--- src/rtl/tdpu_feeder.sv ---
// Feeder for the ternary vector core: loads one weight vector, streams activation vectors with
// credit-based flow control, and buffers the core's results in a first-word-fall-through FIFO.
// Weight encoding (2 bits per lane): W_ZERO=2'b00, W_POS=2'b01, W_NEG=2'b11.
module tdpu_feeder #(
    parameter int LEN        = 16,
    parameter int DATA_WIDTH = 8,
    parameter int FIFO_DEPTH = 4
) (
    input  logic                         clk,
    input  logic                         rst,
    input  logic                         i_start,
    input  logic [15:0]                  i_num_vec,
    output logic                         o_busy,
    output logic                         o_done,
    output logic                         o_err,
    input  logic [2*LEN-1:0]             i_weight,
    input  logic                         i_weight_valid,
    output logic                         o_weight_ready,
    input  logic [LEN*DATA_WIDTH-1:0]    i_act,
    input  logic                         i_act_valid,
    output logic                         o_act_ready,
    output logic                         o_load_weight,
    output logic [2*LEN-1:0]             o_weight,
    output logic                         o_data_valid,
    output logic [LEN*DATA_WIDTH-1:0]    o_data,
    input  logic                         i_core_ready,
    input  logic signed [31:0]           i_core_result,
    output logic                         o_res_valid,
    output logic signed [31:0]           o_res_data,
    input  logic                         i_res_ready
);

    localparam int PW = $clog2(FIFO_DEPTH);
    localparam int CW = PW + 1;

    typedef enum logic [2:0] {IDLE, LOAD_W, STREAM, DRAIN, DONE} state_t;

    state_t          state, state_next;
    logic [15:0]     num_vec, issued, received;
    logic [CW-1:0]   inflight, fifo_count;
    logic [PW-1:0]   wr_ptr, rd_ptr;
    logic [31:0]     mem [FIFO_DEPTH];

    logic start_job, weight_hs, credit_ok, issue, ret_ok, ret_bad;
    logic fifo_full, fifo_empty, push, pop, overflow;

    // Credit uses registered occupancy only, so a pop in this cycle does not free a slot yet.
    assign start_job  = (state == IDLE) && i_start;
    assign weight_hs  = (state == LOAD_W) && i_weight_valid;
    assign credit_ok  = ({1'b0, fifo_count} + {1'b0, inflight}) < (CW+1)'(FIFO_DEPTH);
    assign issue      = o_act_ready && i_act_valid;
    assign ret_ok     = i_core_ready && (inflight != '0);
    assign ret_bad    = i_core_ready && (inflight == '0);
    assign fifo_full  = (fifo_count == CW'(FIFO_DEPTH));
    assign fifo_empty = (fifo_count == '0);
    assign pop        = !fifo_empty && i_res_ready;
    assign push       = ret_ok && (!fifo_full || pop);
    assign overflow   = ret_ok && fifo_full && !pop;

    // NOTE: sequential state uses non-blocking (<=) so every flop samples pre-edge values.
    always_ff @(posedge clk) begin
        if (rst) state <= IDLE;
        else     state <= state_next;
    end

    // NOTE: every combinational output gets a default first so no latch is inferred.
    always_comb begin
        state_next = state;
        case (state)
            IDLE:    if (i_start) state_next = (i_num_vec == 16'd0) ? DONE : LOAD_W;
            LOAD_W:  if (i_weight_valid) state_next = STREAM;
            STREAM:  if (issued == num_vec) state_next = DRAIN;
            DRAIN:   if (received == num_vec) state_next = DONE;
            DONE:    state_next = IDLE;
            default: state_next = IDLE;
        endcase
    end

    always_comb begin
        o_busy         = (state != IDLE);
        o_done         = (state == DONE);
        o_weight_ready = (state == LOAD_W);
        o_act_ready    = (state == STREAM) && (issued < num_vec) && credit_ok;
        o_load_weight  = weight_hs;
        o_weight       = weight_hs ? i_weight : '0;
        o_data_valid   = issue;
        o_data         = issue ? i_act : '0;
        o_res_valid    = !fifo_empty;
        o_res_data     = fifo_empty ? '0 : mem[rd_ptr];
    end

    always_ff @(posedge clk) begin
        if (rst) begin
            num_vec  <= '0;
            issued   <= '0;
            received <= '0;
            inflight <= '0;
            o_err    <= 1'b0;
        end else begin
            if (start_job) begin
                num_vec  <= i_num_vec;
                issued   <= '0;
                received <= '0;
            end else begin
                if (issue)  issued   <= issued + 16'd1;
                if (ret_ok) received <= received + 16'd1;
            end
            case ({issue, ret_ok})
                2'b10:   inflight <= inflight + CW'(1);
                2'b01:   inflight <= inflight - CW'(1);
                default: inflight <= inflight;
            endcase
            if (ret_bad || overflow) o_err <= 1'b1;
            else if (start_job)      o_err <= 1'b0;
        end
    end

    always_ff @(posedge clk) begin
        if (rst) begin
            wr_ptr     <= '0;
            rd_ptr     <= '0;
            fifo_count <= '0;
        end else begin
            if (push) wr_ptr <= wr_ptr + PW'(1);
            if (pop)  rd_ptr <= rd_ptr + PW'(1);
            case ({push, pop})
                2'b10:   fifo_count <= fifo_count + CW'(1);
                2'b01:   fifo_count <= fifo_count - CW'(1);
                default: fifo_count <= fifo_count;
            endcase
        end
    end

    // NOTE: storage is not reset; the count and pointers alone decide what is valid.
    always_ff @(posedge clk) begin
        if (push) mem[wr_ptr] <= i_core_result;
    end

endmodule
--- config.mk ---
export PLATFORM = sky130hd
export DESIGN_NAME = tdpu_feeder
export DESIGN_NICKNAME = d
export VERILOG_FILES = /design/src/rtl/tdpu_feeder.sv
export SDC_FILE = /design/constraint.sdc
export NUM_CORES = 1
export LEC_CHECK = 0
export ABC_AREA = 0
export CORE_AREA = 2 2 159 161
export DETAILED_ROUTE_END_ITERATION = 10
export DIE_AREA = 0 0 161 163
export DONT_BUFFER_PORTS = 1
export PLACE_DENSITY = 0.56
export SLEW_MARGIN = 20
export SYNTH_ARGS = -nofsm -noshare
export SYNTH_HDL_FRONTEND = slang
export SYNTH_SLANG_ARGS = --single-unit
--- constraint.sdc ---
create_clock -name clk -period 4.1 [get_ports clk]
set_input_delay 0.615 -clock clk [delete_from_list [all_inputs] [get_ports clk]]
set_output_delay 0.615 -clock clk [all_outputs]
set_load 0.02 [all_outputs]
==> key figures <==
Outcome
  • Outcome: completed

Finish
  • Utilization after layout: 43.5%
  • Layout cells sized above 1: 10.2%
  • Final Instance Count excl. Fillers: 1,200
  • Fin nets: 1,071
  • Area grow syn2layout: 11.1%
  • Filler instances: 2,311

Synth
  • Synth Warn #: 0
  • Synth top area cells: edfxtp_1, dfxtp_1, and2_1
  • Syn_area_per_cell: 11.4 um2
  • Asr flop ratio synth: 0%
  • Post-synth EDFFs: approximately 130
  • Sequential fraction of the synthesis area: between 50% and 60%
  • Main synth FF type: edfxtp_1
  • Largest area contributor in the netlist: edfxtp_1
  • Post-Syn Nets: 1,090
  • Cell Area, Synth: slightly below 0.01 mm2
  • Netlist cell types: 48
  • Synth Instances: 848
  • Synth Register Bits: 192
  • Yosys top cell area share: 39.7%

Clock network
  • CTS tree: done
  • Clock H-tree levels: 4
  • Clock Latency Late Sink: between 0.4 and 0.5 ns
  • Clk sinks: 192
  • CTS root buffer: clkbuf_16
  • Clock transition at path regs: 0.09 ns
  • Hold_buf cts: 0
  • Setup bufs post-CTS: 0
  • Number of buffers created by CTS: 17
  • CTS Buffer Depth: 2
  • CTS resizes: 0

Detailed routing
  • Final wirelength: ~36,000 um
  • Initial DRC Count: 513
  • Drt via density: between 5 and 6
  • DR pass1 iterations: 5
  • Post-route ant nets: 0
  • Vias: 6,730
  • DRC viols: 0
  • DR WL/cell: 29.7 um

Global route
  • Initial antenna violation count: 46
  • Largest net degree at the start of global routing: 130
  • Number of global-route vias before repair: roughly 6,400
  • Gr usage total: a little over a quarter
  • Global route total overflow: 0
  • Global-route wire length before repair: 48,000 um

Critical path
  • Kind of critical path: reg2out
  • Critical Path Sink Type: output port
  • CP required: 3.48 ns
  • CP peak stage delay: around 0.58 ns
  • CP cell instances: inv_1 -> ha_1 -> a211oi_1 -> nor2_1 -> or3b_1 -> nor3_4 -> buf_12 -> and2_1
  • Reg2Reg Setup Slack: 0.95 ns
  • Delay-heaviest family, CP: simple AND/OR/NAND/NOR gates
  • Crit path DAT: 3.24 ns
  • CP Launch Type: flip-flop
  • CP max FO: between 100 and 150
  • Worst Path Buf+Inv: 2
  • Critical path's slowest cell: or3b_1

Die
  • Die footprint: 0.0262 mm2
  • Die Height: 163 um
  • Initial core utilization: 39.2%
  • Cell Rows: 58
  • Die width: about 160 um
  • Num ports: 415
  • Core area: roughly 0.025 mm2

Timing
  • Layout Skew: 0.0199 ns
  • Max Slew Vio Count: 0
  • RSZ-0062 raised after global routing: false
  • Fmax: 259 MHz
  • Final setup violation count: 0
  • Slew @ Worst Pin: ~0.96 ns
  • Setup Total Neg Slack: 0 ns
  • Final Hold Viols: 0
  • Period minus WS final: 3.86 ns
  • Slew HR: 35.7%
  • Period utilization: 94.1%

Placed design
  • DP Cell Count: 1,140
  • # port buffers: 0
  • Hpwl dp: 28,400 um
  • Routability cong.: 0.950

Flow run
  • Max-cap violations: 0

Worst hold path
  • Hold WC Path Type: in2reg

Power and ir drop
  • Peak VDD IR: 0.283 mV
  • Final Power: 4.36 mW
  • Leakage: 3.75 nW
  • PD cells: 405 mW/mm2
==> Yosys cell counts, drive strengths merged, types with 2 or more instances <==
library cell,count
xnor2,15
nand4,18
and3,37
nor2,34
fa,2
xor2,21
nor3b,4
nor3,8
edfxtp,128
a21oi,29
mux4,32
nand2,63
a211oi,3
nor4,21
buf,9
dfxtp,64
o31ai,3
or3,19
nand2b,2
clkbuf,44
o21a,2
inv,31
mux2i,15
a22oi,2
and2,171
ha,25
and4,5
o21ai,10
nand3,18
==> area by class of cell <==
type	count	area (um2)	area share [%]
clock inverters	15	233	2.17
clock buffers	17	425	3.96
well taps	330	413	3.84
repair buffers	15	150	1.40
multi-input cells	572	4210	39.2
inverters	31	116	1.08
diodes	28	70.1	0.652
flip-flops and latches	192	5130	47.7
==> cell families after synthesis <==
group,Yosys count,share of synthesized area (%)
AOI/OAI and AO/OA,58,3.77
xor gates and xnor gates,36,3.26
adders and majority gates,27,3.65
buffers and inverters,84,3.53
DFF,192,53.0
muxes,47,9.00
and+or+nand+nor,404,23.8
==> through the flow <==
| step | worst slack (ns) | cell area [um2] | hold slack [ns] |
|---|---|---|---|
| floorplan | 1.15 | 9670 | 0.447 |
| global placement | 0.931 | 10000 | 0.470 |
| detailed placement | 0.867 | 10000 | 0.474 |
| CTS | 0.274 | 10700 | 0.220 |
| global route | 0.108 | 10700 | 0.212 |
| finish | 0.243 | 10700 | 0.236 |
==> path summary, 6_finish.rpt <==
kind,to,from,depth (start not counted)
worst max-delay path,o_data[87],num_vec[13]$_SDFFE_PP0P_,8
worst min-delay path,num_vec[9]$_SDFFE_PP0P_,rst,1
worst max register to register,inflight[2]$_SDFFE_PP0P_,num_vec[13]$_SDFFE_PP0P_,13
worst min register to register,num_vec[6]$_SDFFE_PP0P_,num_vec[6]$_SDFFE_PP0P_,2
==> power by group <==
| part | internal [mW] | leakage (nW) | switching, mW | total (mW) |
|---|---|---|---|---|
| logic | 0.129 | 1.76 | 0.271 | 0.400 |
| clock network | 0.881 | 0.319 | 0.939 | 1.82 |
| registers | 2.11 | 1.67 | 0.0313 | 2.14 |
==> state kept, by name, indices dropped and copies added, names as in the netlist, named ones only <==
signal / flops
fifo_count: 3
state: 3
inflight: 3
wr_ptr: 2
rd_ptr: 2
received: 16
mem: 128
num_vec: 16
issued: 16
o_err: 1
==> routing by layer <==
metal	track usage, %	vias up	share of wire [%]
li1	-	3013	-
met1	29.6	3251	36
met2	40.7	385	47
met3	12.9	73	11
met4	16.2	8	4.8
met5	0	-	0.14
==> layout by cell type, fill, tap and decap left out, drive strengths merged, types with 18 or more instances in the layout <==
cell type    n
and3        37
ha          25
nand4       18
dfxtp       64
diode       28
nand2       63
mux4        32
and2       171
or3         19
nor4        21
nor2        34
nand3       18
xor2        21
a21oi       29
edfxtp     128
inv         43
No activity file was read; power rests on OpenSTA's default activity.
==> variant: new RTL, config.mk and constraints unchanged <==
Encoding of `state_t`: now one-hot (5 bits for 5 states).
--- a/src/rtl/tdpu_feeder.sv
+++ b/src/rtl/tdpu_feeder.sv
@@ -33,7 +33,7 @@
     localparam int PW = $clog2(FIFO_DEPTH);
     localparam int CW = PW + 1;
 
-    typedef enum logic [2:0] {IDLE, LOAD_W, STREAM, DRAIN, DONE} state_t;
+    typedef enum logic [4:0] {IDLE = 5'b00001, LOAD_W = 5'b00010, STREAM = 5'b00100, DRAIN = 5'b01000, DONE = 5'b10000} state_t;
 
     state_t          state, state_next;
     logic [15:0]     num_vec, issued, received;
Check against the original RTL: no difference found for any inputs over 4 cycles, from zero or initial values and one cycle with rst high; so few cycles prove little.
==> variant against the original RTL <==
Routed wire length decreased by 7.0%. Combinational power is 48% higher. First-iteration DRC count shrank 2.1%. Area after synthesis up 1.4%. Total power grew 2.2%. Final area is 0.24% higher. Setup slack lost 28 ps. Count of clock-buffer cells in the layout stayed put. Sequential cell count is 2 higher.
==> variant: results (changes against the original RTL) <==
max_slew headroom 27.16% (-8.6 points); top post-synthesis cells by count and2_1, edfxtp_1, dfxtp_1, nor2_1, nand2_1; setup slack, reg-to-reg 780 ps (-170 ps); Seq cells 194 (+1.0%); Synth cell types 53 (+10%); syn_nets 1077 (-1.2%); Syn Area/Cell 11.74 um^2 (+3.0%); Register Area 5166 um^2 (+0.78%); min-delay src rst; Pre-Repair DR Iteration Count 4 (-1); Critical Path Start num_vec[14]; bufs w/o clock 17 (+2); worst-path maximum fanout 63 (-51%); worst skew pair latency 430 ps (-20 ps); buffering overhead 1.568% (+0.17 points); RD Place Congestion 0.8129 (-14%); Post-DP Area 10080 um^2 (+0.70%); DP Worst Slack 584.4 ps (-282.3 ps); post-synthesis sequential area ratio 52.67% (-0.32 points); Final #Nets 1063 (-0.75%); clk_skew 16.47 ps (-3.450 ps); Max Clock Freq 257.3 MHz (-0.73%); Hold Path Sink o_err; multiplexer share of the synthesized area 10.51% (+1.5 points); Cell Count, Final, Fillers Out 1180 (-1.7%); post-route cell area 10770 um^2 (+0.24%); antenna diode count 16 (-43%); VDD IR-drop max 298.3 uV (+5.5%); DP HPWL 25.42 mm (-10%); layout cells sized above 1 10.79% (+0.58 points); LEAKAGE 3.774 nW (+0.74%); CP arrival 3270 ps (+30 ps); YS warnings 0 (unchanged); Placed Instances 1129 (-0.96%); comb_multi_in 564 (-1.4%); hold_ws 245.3 ps (+9.257 ps); RR Startpoint num_vec[15]; Critical Path End o_data[83]; Inverters 27 (-13%); WL per Instance 28.11 um (-5.4%); first-pass GRT wire length 43.80 mm (-8.8%); Final Core Density 43.65% (+0.11 points); fraction of area in multi-input gates 39.75% (+0.57 points); vias in the first global route 5937 (-6.7%); fillers 2261 (-2.2%); initial antenna violation count 50 (+8.7%); mean number of vias per cell 5.675 (+1.2%); GRT Overall Usage 23.78% (-2.6 points); status finished, final reports clean; final-layout clock-cell area share 5.565% (-0.56 points); Synth Area in Adders 3.598% (-0.050 points); Synth Area in Compound Gates 3.113% (-0.65 points)
-- variant: cell count changes after synthesis, sizes merged, moves of 5 or more --
cell	delta
and2	-5
nand2b	+13
nand4	+6
or3	-13
xor2	-5
a21oi	-15
nand2	-29
buf	+9
xnor2	+6
clkbuf	-12
nor2	+24
mux2i	+16
-- variant: worst max-delay path: stages (launching register included) --
cell and delay, ps:
dfxtp_1 390, inv_1 80, ha_1 340, a21o_1 190, a2111oi_4 440, nand3_2 230, nor4b_4 350, buf_4 210
buf_8 270, and2_1 320
-- variant: layer usage --
layer / vias to the layer above / track usage [%] / share of wire, %
li1: 2980 / - / -
met1: 3217 / 25.98 / 35
met2: 386 / 36.97 / 47
met3: 77 / 17.29 / 16
met4: 36 / 6.372 / 2.0
met5: - / 0 / 0.68
-- variant: power breakdown --
group          internal, W  switching, W
clock             0.000834      0.000834
sequential         0.00213     0.0000655
combinational     0.000219      0.000371
-- variant: what timing repair did --
action                     4_1_cts  5_1_grt
gates resized for setup          0        4
setup endpoints to repair        0       15
setup buffers                    0        1
